===== config.mk =====
export PLATFORM = sky130hd
export DESIGN_NAME = time_keeper
export DESIGN_NICKNAME = d
export VERILOG_FILES = /design/src/rtl/clock_pkg.sv /design/src/rtl/bcd_mod_counter.sv /design/src/rtl/time_keeper.sv
export SDC_FILE = /design/constraint.sdc
export NUM_CORES = 1
export LEC_CHECK = 0
export CORE_MARGIN = 2
export CORE_UTILIZATION = 35
export DETAILED_ROUTE_END_ITERATION = 6
export SETUP_SLACK_MARGIN = 0.02
export SYNTH_ARGS = -nofsm -noshare
export SYNTH_HDL_FRONTEND = slang
export SYNTH_HIERARCHICAL = 1
export SYNTH_SLANG_ARGS = --single-unit

===== constraint.sdc =====
create_clock -name clk -period 3.3 [get_ports clk]
set_input_delay 0.495 -clock clk [delete_from_list [all_inputs] [get_ports clk]]
set_output_delay 0.495 -clock clk [all_outputs]
set_load 0.005 [all_outputs]

===== src/rtl/clock_pkg.sv =====
// Shared definitions for the time-of-day core: FSM encoding, field moduli, BCD digit type.
// Pure declarations; no logic, no latency, no flow control.
package clock_pkg;
   typedef enum logic {
      ST_RUN = 1'b0,
      ST_SET = 1'b1
   } state_t;

   localparam int SEC_MOD = 60;
   localparam int MIN_MOD = 60;
   localparam int HR_MOD  = 24;

   typedef logic [3:0] bcd_t;
endpackage


===== src/rtl/bcd_mod_counter.sv =====
// Two-digit BCD counter wrapping at MOD-1; registered digits, 1 clk from inc/clr.
// No backpressure: inc is applied on every edge it is high; wrap is combinational.
module bcd_mod_counter
   import clock_pkg::*;
#(
   parameter int MOD = 60
) (
   input  logic clk,
   input  logic RESETn,
   input  logic clr,
   input  logic inc,
   output bcd_t tens,
   output bcd_t ones,
   output logic wrap
);
   localparam bcd_t TENS_MAX = bcd_t'((MOD - 1) / 10);
   localparam bcd_t ONES_MAX = bcd_t'((MOD - 1) % 10);

   bcd_t tens_q, tens_d;
   bcd_t ones_q, ones_d;
   logic at_max;

   always_comb begin
      at_max = (tens_q == TENS_MAX) && (ones_q == ONES_MAX);
      wrap   = inc & at_max;
      tens_d = tens_q;
      ones_d = ones_q;
      if (clr) begin
         tens_d = '0;
         ones_d = '0;
      end else if (inc) begin
         if (at_max) begin
            tens_d = '0;
            ones_d = '0;
         end else if (ones_q == 4'd9) begin
            tens_d = tens_q + 4'd1;
            ones_d = '0;
         end else begin
            ones_d = ones_q + 4'd1;
         end
      end
   end

   always_ff @(posedge clk) begin
      if (RESETn) begin
         tens_q <= '0;
         ones_q <= '0;
      end else begin
         tens_q <= tens_d;
         ones_q <= ones_d;
      end
   end

   assign tens = tens_q;
   assign ones = ones_q;
endmodule


===== src/rtl/time_keeper.sv =====
// 24-hour BCD time-of-day with tap prescaler and SET mode; digits update 1 clk after the sampled tap edge.
// No backpressure: tap edges and inc pulses are consumed on the cycle they arrive.
module time_keeper
   import clock_pkg::*;
#(
   parameter int TICKS_PER_SEC = 381,
   parameter int PRE_W         = $clog2(TICKS_PER_SEC)
) (
   input  logic       clk,
   input  logic       RESETn,
   input  logic       tick_src,
   input  logic       set_mode,
   input  logic       inc_min,
   input  logic       inc_hour,
   output logic       sec_pulse,
   output logic [3:0] hh_t,
   output logic [3:0] hh_o,
   output logic [3:0] mm_t,
   output logic [3:0] mm_o,
   output logic [3:0] ss_t,
   output logic [3:0] ss_o,
   output logic       in_set
);
   localparam logic [PRE_W-1:0] PRE_MAX = PRE_W'(TICKS_PER_SEC - 1);

   state_t           state_q, state_d;
   logic             tick_q;
   logic [PRE_W-1:0] pre_cnt_q, pre_cnt_d;
   logic             sec_pulse_q, sec_pulse_d;

   logic tick_rise;
   logic sec_en;
   logic ss_clr;
   logic mm_inc, hh_inc;
   logic ss_wrap, mm_wrap, hh_wrap;

   // SET entry takes priority over a coincident second rollover.
   always_comb begin
      tick_rise   = tick_src & ~tick_q;
      state_d     = state_q;
      pre_cnt_d   = pre_cnt_q;
      sec_en      = 1'b0;
      ss_clr      = 1'b0;
      if (state_q == ST_RUN) begin
         if (set_mode) begin
            state_d   = ST_SET;
            pre_cnt_d = '0;
            ss_clr    = 1'b1;
         end else if (tick_rise) begin
            if (pre_cnt_q == PRE_MAX) begin
               pre_cnt_d = '0;
               sec_en    = 1'b1;
            end else begin
               pre_cnt_d = pre_cnt_q + 1'b1;
            end
         end
      end else begin
         pre_cnt_d = '0;
         if (!set_mode) begin
            state_d = ST_RUN;
         end
      end
      sec_pulse_d = sec_en;
   end

   // In SET the minute and hour fields step independently from the buttons.
   assign mm_inc = (state_q == ST_RUN) ? ss_wrap : inc_min;
   assign hh_inc = (state_q == ST_RUN) ? mm_wrap : inc_hour;

   always_ff @(posedge clk) begin
      tick_q <= tick_src;
      if (RESETn) begin
         state_q     <= ST_RUN;
         pre_cnt_q   <= '0;
         sec_pulse_q <= 1'b0;
      end else begin
         state_q     <= state_d;
         pre_cnt_q   <= pre_cnt_d;
         sec_pulse_q <= sec_pulse_d;
      end
   end

   bcd_mod_counter #(.MOD(SEC_MOD)) u_ss (
      .clk(clk), .RESETn(RESETn), .clr(ss_clr), .inc(sec_en),
      .tens(ss_t), .ones(ss_o), .wrap(ss_wrap)
   );

   bcd_mod_counter #(.MOD(MIN_MOD)) u_mm (
      .clk(clk), .RESETn(RESETn), .clr(1'b0), .inc(mm_inc),
      .tens(mm_t), .ones(mm_o), .wrap(mm_wrap)
   );

   bcd_mod_counter #(.MOD(HR_MOD)) u_hh (
      .clk(clk), .RESETn(RESETn), .clr(1'b0), .inc(hh_inc),
      .tens(hh_t), .ones(hh_o), .wrap(hh_wrap)
   );

   // While running, the hour field can only wrap as part of a full-day cascade.
   a_day_cascade: assert property (@(posedge clk) disable iff (RESETn)
      (hh_wrap && state_q == ST_RUN) |-> mm_wrap);

   assign sec_pulse = sec_pulse_q;
   assign in_set    = (state_q == ST_SET);
endmodule


==> impl_summary.txt <==
----------------------------------------------------
[STA]
  Final worst-path cycle share ... 91.11%
  Number of setup violations in the final report ... 0
  Clock Skews ... 4.020 ps
  Slew headroom ... 64.98%
  Setup repair after global routing missed its margin ... no
  Fin. Hold Viols ... 0
  Worst Slack Setup Final ... 293.3 ps
  Setup TNS ... 0 ps
  Tmin final ... 3007 ps
  Maximum operating frequency ... 332.6 MHz
  Transition time of the tightest slew-check pin ... 521.3 ps
  Final max-slew violation count ... 0

[Hold path]
  Critical hold path startpoint ... pre_cnt_q[0]$_SDFFE_PP0N_
  Terminating pin of the worst hold path ... pre_cnt_q[0]$_SDFFE_PP0N_
  Number of cells on the worst hold path ... 2
  Tightest Hold Check Type ... reg -> reg

[Floorplan]
  Core footprint ... 5172 sq um
  Top Ports ... 32
  Die Width ... 77.45 um
  Number of placement rows ... 26
  Die Footprint ... 5998 sq um
  Initial Util ... 36.50%
  Vertical extent of the die ... 77.45 um

[Clock tree]
  H-tree depth ... 2
  Maximum clock insertion buffer count ... 2
  TritonCTS Buffers ... 5
  Hold-fix buffers at CTS ... 0
  Number of gates resized after CTS ... 0
  CTS tree ... yes
  Clock transition time at the flip-flop clock pins of the worst setup and hold paths ... 70 ps
  Clock latency of the later-clocked register in the worst-skew pair ... 290 ps
  Clk sinks ... 36
  Root buf cell ... sky130_fd_sc_hd__clkbuf_8
  Number of buffers inserted by post-CTS setup repair ... 0

[Critical path]
  Data required, critical path ... 3520 ps
  Worst Path Class, Setup ... reg -> reg
  Setup crit end kind ... flop
  Crit path arrival time ... 3230 ps
  FF-to-FF Start ... pre_cnt_q[0]$_SDFFE_PP0N_
  Internal reg-to-reg setup slack ... 290 ps
  Max Fanout on Critical Path ... 6
  Reg2Reg Depth ... 15
  Kind of launch point of the worst setup path ... flop
  End of the worst register-to-register path ... u_hh/tens[3]$_SDFFE_PP0P_

[Layout]
  Multi-input combinational cell area ... 1099 sq um
  Number of inserted filler cells in the final layout ... 520
  Number of nets in the layout ... 275
  Filler-free cell count of the finished design ... 325
  Area of all sequential standard cells ... 720.7 sq um
  Number of diodes added for antenna fixing ... 0
  Fraction of layout cells with a size suffix above 1 ... 10.59%
  Area added between synthesis and finish ... 28.89%

[Routing]
  Number of DRC markers in iteration 0 ... 76
  Post-detailed-route via-to-cell ratio ... 4.957
  First-pass detailed-route iteration total ... 4
  Average wire length per cell after detail routing ... 12.10 um
  Via count ... 1611
  Final wirelength ... 3.934 mm
  Drt drc ... 0
  Remaining antenna violation count after routing ... 0

[Power and ir drop]
  P_sw ... 0.1827 mW
  Proportion of power drawn by the clock network ... 41.5%
  Net switching share of the total power ... 22.13%
  Comb power frac ... 5.3%
  Leakage Power ... 0.8721 nW
  Worst-case vdd ir drop ... 147.8 uV
  Sequential Power Share ... 53.2%
  Pwr/cell area ... 339.3 nW/um^2
  Internal power component ... 0.6429 mW

[Global routing]
  Total routing resource utilization after global routing ... 14.05%
  Antenna violations before repair ... 0
  Global route overflow ... 0
  Number of global-route vias before repair ... 1464
  Largest net degree at the start of global routing ... 11
  Wire length of the first global-routing pass ... 6.817 mm

[Placed design]
  Minimum setup slack after placement ... 64.08 ps
  PortBufs ... 31
  Final Wtd Congestion ... 0.7882
  Number of placed cells counting well taps ... 318
  Hpwl dp ... 2.860 mm

[Logic synthesis]
  Yosys warnings ... 6
  Number of cells produced by synthesis ... 210
  Synthesized area divided by synthesized cell count ... 8.991 sq um
  Total standard cell area after synthesis ... 1888 sq um

[Run status]
  Outcome ... complete, no violations

[Job]
  Max_cap viols ... 0

----------------------------------------------------
## worst max-delay path, cell delays in order (launching register included)
cell and delay [ps]:
sky130_fd_sc_hd__dfxtp_1 340, sky130_fd_sc_hd__inv_1 80, sky130_fd_sc_hd__ha_1 180, sky130_fd_sc_hd__nand3b_1 140, sky130_fd_sc_hd__or3_2 430, sky130_fd_sc_hd__nor3_1 140
sky130_fd_sc_hd__buf_4 180, sky130_fd_sc_hd__nand4b_4 100, sky130_fd_sc_hd__nor2_1 100, sky130_fd_sc_hd__mux2_2 190, sky130_fd_sc_hd__nand4b_4 110, sky130_fd_sc_hd__nor2_1 100
sky130_fd_sc_hd__mux2_2 160, sky130_fd_sc_hd__inv_1 60, sky130_fd_sc_hd__or4_1 490, sky130_fd_sc_hd__a21oi_1 140
## per-stage QoR
stage | total power [mW] | utilization (%) | cell area, sq um | hold slack, ps
3_3_place_gp | 0.4925 | 45.19 | 2337 | 480.2
5_1_grt | 0.8557 | 47.05 | 2434 | 513.4
4_1_cts | 0.8361 | 47.05 | 2434 | 493.9
6_report | 0.8256 | 47.05 | 2434 | 499.1
2_1_floorplan | 0.4712 | - | 1901 | 458.4
3_5_place_dp | 0.4930 | 45.19 | 2337 | 484.1
## power by group through the flow
stage / Clock (mW) / Sequential, mW / Combinational, mW
after floorplan: 0 / 0.449 / 0.0217
after global placement: 0 / 0.449 / 0.0431
after detailed placement: 0 / 0.449 / 0.0436
after CTS: 0.353 / 0.439 / 0.0437
after global routing: 0.368 / 0.440 / 0.0480
final: 0.343 / 0.439 / 0.0436
## worst max-delay path by stage
stage               slack (ps)  depth (start not counted)                         to                 startpoint
finish                     290                         15  u_hh/tens[3]$_SDFFE_PP0P_  pre_cnt_q[0]$_SDFFE_PP0N_
global route                60                         16  u_hh/ones[3]$_SDFFE_PP0P_  pre_cnt_q[0]$_SDFFE_PP0N_
CTS                        270                         15  u_hh/tens[3]$_SDFFE_PP0P_  pre_cnt_q[0]$_SDFFE_PP0N_
detailed placement          60                         13  u_hh/tens[3]$_SDFFE_PP0P_                   set_mode
global placement            90                         13  u_hh/tens[3]$_SDFFE_PP0P_                   set_mode
floorplan                   90                         17  u_hh/tens[3]$_SDFFE_PP0P_  pre_cnt_q[0]$_SDFFE_PP0N_
## routing by layer
metal | routed length [um] | up-vias | part of all wire (%) | track usage, %
met2 | 1700 | 23 | 43 | 20.87
met4 | 76 | 0 | 1.9 | 6.964
met3 | 97 | 5 | 2.5 | 2.791
li1 | - | 843 | - | -
met1 | 2059 | 740 | 52 | 19.34
met5 | 0 | - | 0 | 0
## final cells by class
type,instances,area share (%)
clock buffer,7,3.959
tap,70,3.599
multi-input combinational,158,45.14
sequential,36,29.61
timing repair buffer,40,15.53
inverter,14,2.159
## state kept, by name (all words and copies together) (netlist names)
register   flops
in_set         1
pre_cnt_q      9
sec_pulse      1
tick_q         1
u_hh/ones      4
u_hh/tens      4
u_mm/ones      4
u_mm/tens      4
u_ss/ones      4
u_ss/tens      4
## cells in the final DEF (no fill, tap or decap), types with 2 or more instances in the layout
master	instances
sky130_fd_sc_hd__a211oi_1	4
sky130_fd_sc_hd__a21boi_1	2
sky130_fd_sc_hd__a21oi_1	12
sky130_fd_sc_hd__a31oi_1	2
sky130_fd_sc_hd__buf_4	9
sky130_fd_sc_hd__clkbuf_8	7
sky130_fd_sc_hd__clkdlybuf4s50_1	31
sky130_fd_sc_hd__conb_1	4
sky130_fd_sc_hd__dfxtp_1	36
sky130_fd_sc_hd__ha_1	14
sky130_fd_sc_hd__inv_1	14
sky130_fd_sc_hd__mux2_2	2
sky130_fd_sc_hd__nand2_1	19
sky130_fd_sc_hd__nand2b_1	5
sky130_fd_sc_hd__nand3_1	12
sky130_fd_sc_hd__nand3b_1	9
sky130_fd_sc_hd__nand4_1	3
sky130_fd_sc_hd__nand4b_1	2
sky130_fd_sc_hd__nand4b_4	2
sky130_fd_sc_hd__nor2_1	14
sky130_fd_sc_hd__nor3_1	4
sky130_fd_sc_hd__o21ai_0	6
sky130_fd_sc_hd__o22ai_1	2
sky130_fd_sc_hd__o32ai_1	2
sky130_fd_sc_hd__o41ai_1	4
sky130_fd_sc_hd__or3_1	7
sky130_fd_sc_hd__or4_1	4
sky130_fd_sc_hd__xnor2_1	2
sky130_fd_sc_hd__xor2_1	7
Note: power is estimated with default switching activity, not from simulation.
